## config.mk

```make
export PLATFORM = sky130hd
export DESIGN_NAME = byte_serial_adder
export DESIGN_NICKNAME = d
export VERILOG_FILES = /design/src/rtl/byte_serial_adder_pkg.sv /design/src/rtl/byte_serial_adder_carry_select8.sv /design/src/rtl/byte_serial_adder.sv
export SDC_FILE = /design/constraint.sdc
export NUM_CORES = 1
export LEC_CHECK = 0
export BUFFER_PORTS_ARGS = -buffer_cell sky130_fd_sc_hd__buf_2
export CORE_MARGIN = 2
export CORE_UTILIZATION = 54
export DETAILED_ROUTE_END_ITERATION = 10
export PLACE_DENSITY = 0.77
export SETUP_SLACK_MARGIN = 0.4
export SYNTH_ARGS = -nofsm -noshare
export SYNTH_HDL_FRONTEND = slang
export SYNTH_HIERARCHICAL = 1
export SYNTH_SLANG_ARGS = --single-unit
```

## constraint.sdc

```tcl
create_clock -name in_Clk -period 3.55 [get_ports in_Clk]
set_input_delay 0 -clock in_Clk [delete_from_list [all_inputs] [get_ports in_Clk]]
set_output_delay 0 -clock in_Clk [all_outputs]
set_load 0.01 [all_outputs]
```

## src/rtl/byte_serial_adder_pkg.sv

```systemverilog
// Shared definitions for the byte-serial adder: slice width, FSM encoding and
// the index-width helper.
package byte_serial_adder_pkg;

   localparam int BYTE_W = 8;

   typedef enum logic [1:0] {
      ST_IDLE = 2'd0,
      ST_RUN  = 2'd1,
      ST_DONE = 2'd2
   } state_t;

   // Bits needed to index n bytes (n >= 2).
   function automatic int clog2(input int n);
      int r;
      r = 0;
      for (int k = 0; k < 32; k++) begin
         if ((1 << r) < n) r++;
      end
      return r;
   endfunction

endpackage

```

## src/rtl/byte_serial_adder_carry_select8.sv

```systemverilog
// CarrySelect8: 8-bit adder slice. The low nibble ripples and the high nibble is
// precomputed for both carry values, then selected by the low-nibble carry.
module CarrySelect8 (
   input  logic [7:0] i_a,
   input  logic [7:0] i_b,
   input  logic       i_c,
   output logic [7:0] o_s,
   output logic       o_c
);

   logic [4:0] w_lo;
   logic [4:0] w_hi0;
   logic [4:0] w_hi1;
   logic [4:0] w_hi;

   assign w_lo  = {1'b0, i_a[3:0]} + {1'b0, i_b[3:0]} + {4'b0, i_c};
   assign w_hi0 = {1'b0, i_a[7:4]} + {1'b0, i_b[7:4]};
   assign w_hi1 = w_hi0 + 5'd1;
   assign w_hi  = w_lo[4] ? w_hi1 : w_hi0;

   assign o_s = {w_hi[3:0], w_lo[3:0]};
   assign o_c = w_hi[4];

endmodule

```

## src/rtl/byte_serial_adder.sv

```systemverilog
// Wide adder built from one 8-bit slice stepped LSB-first, one byte per clock,
// with valid/ready handshakes on the operand and result sides.
module byte_serial_adder
   import byte_serial_adder_pkg::*;
#(
   parameter int NBYTES = 4
) (
   input  logic                     in_Clk,
   input  logic                     in_Rst,
   input  logic                     in_Valid,
   output logic                     out_Ready,
   input  logic [BYTE_W*NBYTES-1:0] in_A,
   input  logic [BYTE_W*NBYTES-1:0] in_B,
   input  logic                     in_C,
   output logic                     out_Valid,
   input  logic                     in_Ready,
   output logic [BYTE_W*NBYTES-1:0] out_S,
   output logic                     out_C,
   output logic                     out_V,
   output logic                     out_Busy
);

   localparam int IDX_W = clog2(NBYTES);

   // Handshake: a transfer occurs on a rising edge where valid and ready are
   // both high; ready/valid here come from registered state only.
   state_t                         r_state;
   state_t                         w_state_nxt;
   logic [NBYTES-1:0][BYTE_W-1:0]  r_a;
   logic [NBYTES-1:0][BYTE_W-1:0]  r_b;
   logic [NBYTES-1:0][BYTE_W-1:0]  r_s;
   logic [IDX_W-1:0]               r_idx;
   logic                           r_carry;
   logic                           r_c;
   logic                           r_v;
   logic                           w_last;
   logic [BYTE_W-1:0]              w_sum;
   logic                           w_cout;

   assign w_last = (r_idx == IDX_W'(NBYTES - 1));

   CarrySelect8 u_slice (
      .i_a (r_a[r_idx]),
      .i_b (r_b[r_idx]),
      .i_c (r_carry),
      .o_s (w_sum),
      .o_c (w_cout)
   );

   always_comb begin
      w_state_nxt = r_state;
      case (r_state)
         ST_IDLE: if (in_Valid) w_state_nxt = ST_RUN;
         ST_RUN:  if (w_last)   w_state_nxt = ST_DONE;
         ST_DONE: if (in_Ready) w_state_nxt = ST_IDLE;
         default: w_state_nxt = ST_IDLE;
      endcase
   end

   always_ff @(posedge in_Clk) begin
      if (in_Rst) begin
         r_state <= ST_IDLE;
         r_a     <= '0;
         r_b     <= '0;
         r_s     <= '0;
         r_idx   <= '0;
         r_carry <= 1'b0;
         r_c     <= 1'b0;
         r_v     <= 1'b0;
      end else begin
         r_state <= w_state_nxt;
         case (r_state)
            ST_IDLE: begin
               if (in_Valid) begin
                  r_a     <= in_A;
                  r_b     <= in_B;
                  r_carry <= in_C;
                  r_idx   <= '0;
               end
            end
            ST_RUN: begin
               r_s[r_idx] <= w_sum;
               r_carry    <= w_cout;
               r_idx      <= r_idx + IDX_W'(1);
               // On the MSB byte the slice output carries the sign of the sum.
               if (w_last) begin
                  r_c <= w_cout;
                  r_v <= (r_a[NBYTES-1][BYTE_W-1] == r_b[NBYTES-1][BYTE_W-1]) &&
                         (w_sum[BYTE_W-1] != r_a[NBYTES-1][BYTE_W-1]);
               end
            end
            default: ;
         endcase
      end
   end

   assign out_Ready = (r_state == ST_IDLE);
   assign out_Busy  = (r_state == ST_RUN);
   assign out_Valid = (r_state == ST_DONE);
   assign out_S     = r_s;
   assign out_C     = r_c;
   assign out_V     = r_v;

endmodule

```

# Word-level counts from Yosys, hierarchy flattened
# Index checks and enable logic that the tools add are counted.
# op_classes
add_sub_neg	5
magnitude_cmp	2
eq_ne	8
n_mux	16
n_reduce_logical	8
# op_table
operator	count
binary-select mux 8 bit (select 2 bit)	2
bitwise mux 32 bit	1
two-way mux 8 bit	3
demux 8 bit (select 2 bit)	1
adder 4 x 4 -> 5 bit	2
two-way mux 2 bit	4
case mux 2 bit (3 select lines)	1
AND reduction 2 bit	3
adder 5 x 1 -> 5 bit	1
adder 5 x 1 -> 5 bit, second input constant	1
two-way mux 5 bit	1
equality test 2 bit, second input constant	2
!= test 2 x 1 -> 1 bit, second input constant	2
case mux 2 bit (2 select lines)	1
< comparator 2 x 3 -> 1 bit, second input constant	1
AND reduction 3 bit	1
adder 2 x 1 -> 2 bit, second input constant	1
equality test 2 x 1 -> 1 bit, second input constant	1
greater-or-equal comparator 2 x 1 -> 1 bit, second input constant	1
logical AND 1 bit	2
zero test 2 bit	1
!= test 2 bit, second input constant	1
case mux 1 bit (2 select lines)	1
nonzero test 2 bit	1
3 further kinds	3
# word_totals
ff_bits	103
input_bits	69
out_inout_bits	37
wordCells	56

# Logic depth before layout (Yosys ltp)
# logic_depth
word_depth	7
depth_mapped	14
depth_no_buf	12

# Cells and area by module
# Netlist, hierarchy kept.
# by_module_without_submodules
module	instances	cells_per_inst	area_each_um2	seq_area_each_um2
byte_serial_adder	1	481	4389.2	2062.0
CarrySelect8	1	51	390.4	0.0

# Least setup slack after synthesis
# OpenSTA, ideal clock, no wires.
# synth_timing
path_type	reg-to-reg
start	reg r_idx[1]
end	reg r_v, in the netlist out_V
setup_time_ns	0.120
arrival_time_ns	3.066
t_required_ns	3.430
slack_ns	0.365
stages_incl_launch_ff	14
path_buffers	2
synth_period_minus_slack_ns	3.185
path_cell_list	dfxtp_1 -> buf_2 -> buf_4 -> mux4_2 -> inv_1 -> fa_1 -> fa_1 -> nand2b_1 -> a21oi_2 -> nand4_1 -> xnor2_1 -> and3b_1 -> nor3_1 -> nor3_1
# synth_between
elab_chain_len	7
elab_cells_between_ends	13
classes_between	4 x add/sub; 2 x eq/ne; 5 x mux; 2 x reduce/logical
# synth_lines
element	line	source
start: declaration	byte_serial_adder.sv:32	logic [IDX_W-1:0] r_idx;
start signal: assignment	byte_serial_adder.sv:84	r_idx <= r_idx + IDX_W'(1);
binary-select mux 8 bit (select 2 bit) (on tied branches)	byte_serial_adder.sv:43, byte_serial_adder.sv:44	
two-way mux 8 bit (on tied branches)	byte_serial_adder.sv:43, byte_serial_adder.sv:44	
adder 4 x 4 -> 5 bit (on tied branches)	byte_serial_adder_carry_select8.sv:17, byte_serial_adder_carry_select8.sv:16	
adder 5 x 1 -> 5 bit (on tied branches)	byte_serial_adder_carry_select8.sv:18, byte_serial_adder_carry_select8.sv:16	
two-way mux 5 bit (*)	byte_serial_adder_carry_select8.sv:19	assign w_hi = w_lo[4] ? w_hi1 : w_hi0;
net w_sum[7]	byte_serial_adder.sv:37	logic [BYTE_W-1:0] w_sum;
!= test 1 bit (*)	byte_serial_adder.sv:89	(w_sum[BYTE_W-1] != r_a[NBYTES-1][BYTE_W-1]);
logical AND 1 bit (*)	byte_serial_adder.sv:88	r_v <= (r_a[NBYTES-1][BYTE_W-1] == r_b[NBYTES-1][BYTE_W-1]) &&
end signal: assignment	byte_serial_adder.sv:88	
end: declaration	byte_serial_adder.sv:35	logic r_v;
# The timed path passes the listed nets; every way through them passes the cells marked *. The select of a mux whose other input is x is not followed.
# A chain may end at the register's enable or synchronous reset.

# Worst setup path after layout
# layout_timing
start	reg r_idx[0]
end	reg r_carry
# layout_between
elab_chain_len	6
elab_cells_between_ends	10
classes_between	4 x add/sub; 6 x mux
# layout_lines
element	line	source
binary-select mux 8 bit (select 2 bit) (on tied branches)	byte_serial_adder.sv:43, byte_serial_adder.sv:44	
two-way mux 8 bit (on tied branches)	byte_serial_adder.sv:43, byte_serial_adder.sv:44	
adder 4 x 4 -> 5 bit (on tied branches)	byte_serial_adder_carry_select8.sv:17, byte_serial_adder_carry_select8.sv:16	
adder 5 x 1 -> 5 bit (on tied branches)	byte_serial_adder_carry_select8.sv:18, byte_serial_adder_carry_select8.sv:16	
two-way mux 5 bit (*)	byte_serial_adder_carry_select8.sv:19	
net w_cout	byte_serial_adder.sv:38	logic w_cout;
case mux 1 bit (2 select lines) (*)	byte_serial_adder.sv:72	case (r_state)
end signal: assignment	byte_serial_adder.sv:77	r_carry <= in_C;
end signal: assignment	byte_serial_adder.sv:83	r_carry <= w_cout;
end: declaration	byte_serial_adder.sv:33	logic r_carry;
# Marks and branches as above.

==> metrics.yaml <==
run_status:
  outcome: "complete, no violations"
global_route:
  grt_usage: 0.261
  use_met3: 0.0494
  grt_pass1_vias: 4286
  busiest_layer: "met2"
  grt_pass1_wl_um: 20100
  met2_usage: 0.443
  antenna_found_initial: 0
  grt_max_degree: 104
  grt.overflow.total: 0
  grt_util_met1: 0.325
sta:
  finalWorstSetupSlack_ns: 0.506
  final.setup.tns_ns: 0
  slew_headroom: 0.207
  finalMaxSlewViolations: 0
  hold_viol: 0
  tightest_slew_ns: 1.19
  max_freq_mhz: 329
  min_period_ns: 3.04
  fin_crit_sh: 0.857
  rsz0062_at_grt: "yes"
  finClkSkew_ns: 0.0113
  setup_viol: 0
place:
  placed_cells: 713
  gp_congestion: 0.885
  port_buffers: 105
  pre_cts_slack_ns: 0.335
  hpwlAfterDp_um: 7730
routing:
  ant_nets: 0
  postRouteWirelength_um: 12400
  wl_per_cell_um: 15.4
  vias: 4318
  viasPerCell: 5.39
  dr.pass1.iters: 4
  route.detailed.drc: 0
  drt-initial-drc-count: 193
layout:
  area_growth_pct: 28.1
  final_cell_count_no_fill: 801
  drive_gt1_frac: 0.289
  multi_input_area_mm2: 0.00234
  nNetsFinal: 772
  antenna_cells: 0
  fill_cells: 626
  seq_area_mm2: 0.00207
synth:
  synth_top_family_by_area: "simple AND/OR/NAND/NOR gates"
  ys.flop_type: "dfxtp_1"
  synth_xor_area_frac: 0.0128
  yosysSeqAreaShare: 0.431
  synth_compound_area_frac: 0.137
  yosysTopAreaCell: "dfxtp_1"
  synthTopCellsByArea: "dfxtp_1 43%, nand2_1 12%, a21oi_1 7.9%"
  synthCells: 532
  ys_ff_latch: 103
  synthAdderAreaFrac: 0.0440
  syn_nets: 616
  post_synth_and_or_nand_nor_area_fraction: 0.205
  yosysUniqueCellTypes: 37
  synth_most_common_cell: "nand2_1"
  async_flop_share: 0
  synth_edf_count: 0
  synthTopCellsByCount: "154 x nand2_1, 103 x dfxtp_1, 75 x a21oi_1, 29 x nand3_1, 28 x a21oi_2"
  ys_warn_count: 6
  synth_area_mm2: 0.00478
  yosys.area.top_type_share: 0.431
  muxShareOfSynthArea: 0.0859
  synth.avg_cell_area_um2: 8.98
power:
  p_per_area_mw_per_mm2: 400
  pwr-share-clk: 0.305
  p_comb_frac: 0.185
  intPower_mw: 1.76
  vdd_drop_max_mv: 0.296
  sw_frac_of_total: 0.280
  p_total_mw: 2.45
  p_seq_frac: 0.510
  p_sw_mw: 0.687
  total_leakage_power_nw: 2.55
floorplan:
  io_pins: 106
  rows: 34
  core_region_area_mm2: 0.00864
  die_w_um: 98.1
  initial_utilization: 0.553
  die_area_mm2: 0.00962
  die_y_um: 98.1
cts:
  clk_latency_ns: 0.37
  root_buffer: "clkbuf_8"
  cts_tree: "yes"
  h-tree-depth: 3
  cts_buffers: 9
  clockBufferDepth: 2
  clk_pin_slew_worst_paths_ns: 0.10
  cts_sinks: 103
worst_setup_path:
  critPathKind: "reg -> reg"
  critPathLaunchType: "flop"
  r2r_setup_slack_ns: 0.51
  cp_data_arrival_time_ns: 3.26
  cp_max_fo: 4
  required_ns: 3.76
  end_kind: "flop"
flow_run:
  maxCapViolCount: 0
worst_hold_path:
  hold_class: "in -> reg"
worst paths after layout:
check	startpoint	end	cells after the start
worst min-delay path	in_C	r_carry$_SDFFE_PP0P_	4
worst min register to register	out_S[0]$_SDFFE_PP0P_	out_S[0]$_SDFFE_PP0P_	2
worst max-delay path	r_idx[0]$_SDFFE_PP0P_	r_carry$_SDFFE_PP0P_	13
worst max register to register	r_idx[0]$_SDFFE_PP0P_	r_carry$_SDFFE_PP0P_	13
per-layer routing:
layer  part of all wire  wire (um)
met1               0.42       5210
met2               0.50       6130
met3              0.054        666
met4              0.030        372
met5                  0          0
cells by family (layout without fill, tap and decap cells):
family,count (synthesis),in the layout
buffers and inverters,56,217
xor gates and xnor gates,7,7
DFF,103,103
adders and majority gates,15,15
muxes,21,21
AOI/OAI and AO/OA,108,108
and+or+nand+nor,222,222
through the flow:
step / instance area, um^2 / hold slack, ns / util
global placement: 5180 / 0.242 / 0.600
global route: 6120 / 0.103 / 0.709
finish: 6120 / 0.0673 / 0.709
CTS: 6040 / 0.0584 / 0.699
floorplan: 4790 / 0.127 / -
detailed placement: 5180 / 0.246 / 0.600
layout make-up:
| class | count | share of cell area |
|---|---|---|
| clock inverter | 6 | 0.00961 |
| timing repair buffer | 185 | 0.215 |
| sequential | 103 | 0.338 |
| tap | 108 | 0.0221 |
| clock buffer | 10 | 0.0225 |
| multi-input combinational | 373 | 0.383 |
| inverter | 16 | 0.00981 |
state kept, by name, indices dropped and copies added, names as in the netlist:
register / flops
r_carry: 1
r_state: 2
r_a: 32
out_S: 32
out_C: 1
out_V: 1
r_b: 32
r_idx: 2
cells in the final DEF, fill, tap and decap left out, types with 3 or more instances in the layout:
cell / Yosys / layout
clkinv_2: 0 / 4
a21oi_1: 75 / 75
xnor2_1: 6 / 5
fa_1: 3 / 3
dlygate4sd3_1: 0 / 65
nand3_1: 29 / 29
nor3_1: 3 / 3
mux2i_1: 5 / 5
buf_2: 10 / 104
clkbuf_8: 0 / 10
nand2_2: 7 / 7
ha_1: 12 / 11
buf_4: 3 / 14
mux4_2: 16 / 16
nand2_1: 154 / 154
nor2_1: 10 / 10
nand3b_1: 4 / 4
inv_1: 16 / 16
nand2b_1: 4 / 3
dfxtp_1: 103 / 101
a21oi_2: 28 / 27
power by group through the flow:
stage / logic, mW / registers, mW / clock network, mW
final: 0.454 / 1.25 / 0.747
after global routing: 0.495 / 1.26 / 0.783
after CTS: 0.435 / 1.25 / 0.753
after detailed placement: 0.379 / 1.28 / 0
after global placement: 0.367 / 1.27 / 0
after floorplan: 0.297 / 1.26 / 0
what timing repair did:
action | CTS | global route
endpoints found under the setup margin | 2 | 3
pin swaps | 0 | 4
hold buffers | 65 | 0
setup buffers | 0 | 7
gates resized for setup | 2 | 8
endpoints found under the hold margin | 65 | 0
critical path, cell delays in order (launching register included):
cell and delay [ns]:
dfxtp_4 0.39, buf_12 0.11, buf_4 0.14, mux4_2 0.55, inv_1 0.12, fa_1 0.42
inv_1 0.11, ha_1 0.17, nand2_1 0.08, nor4b_2 0.31, xnor2_1 0.13, nand2b_1 0.16
a21oi_1 0.14, nor3_1 0.06
No activity file was read; power rests on OpenSTA's default activity.
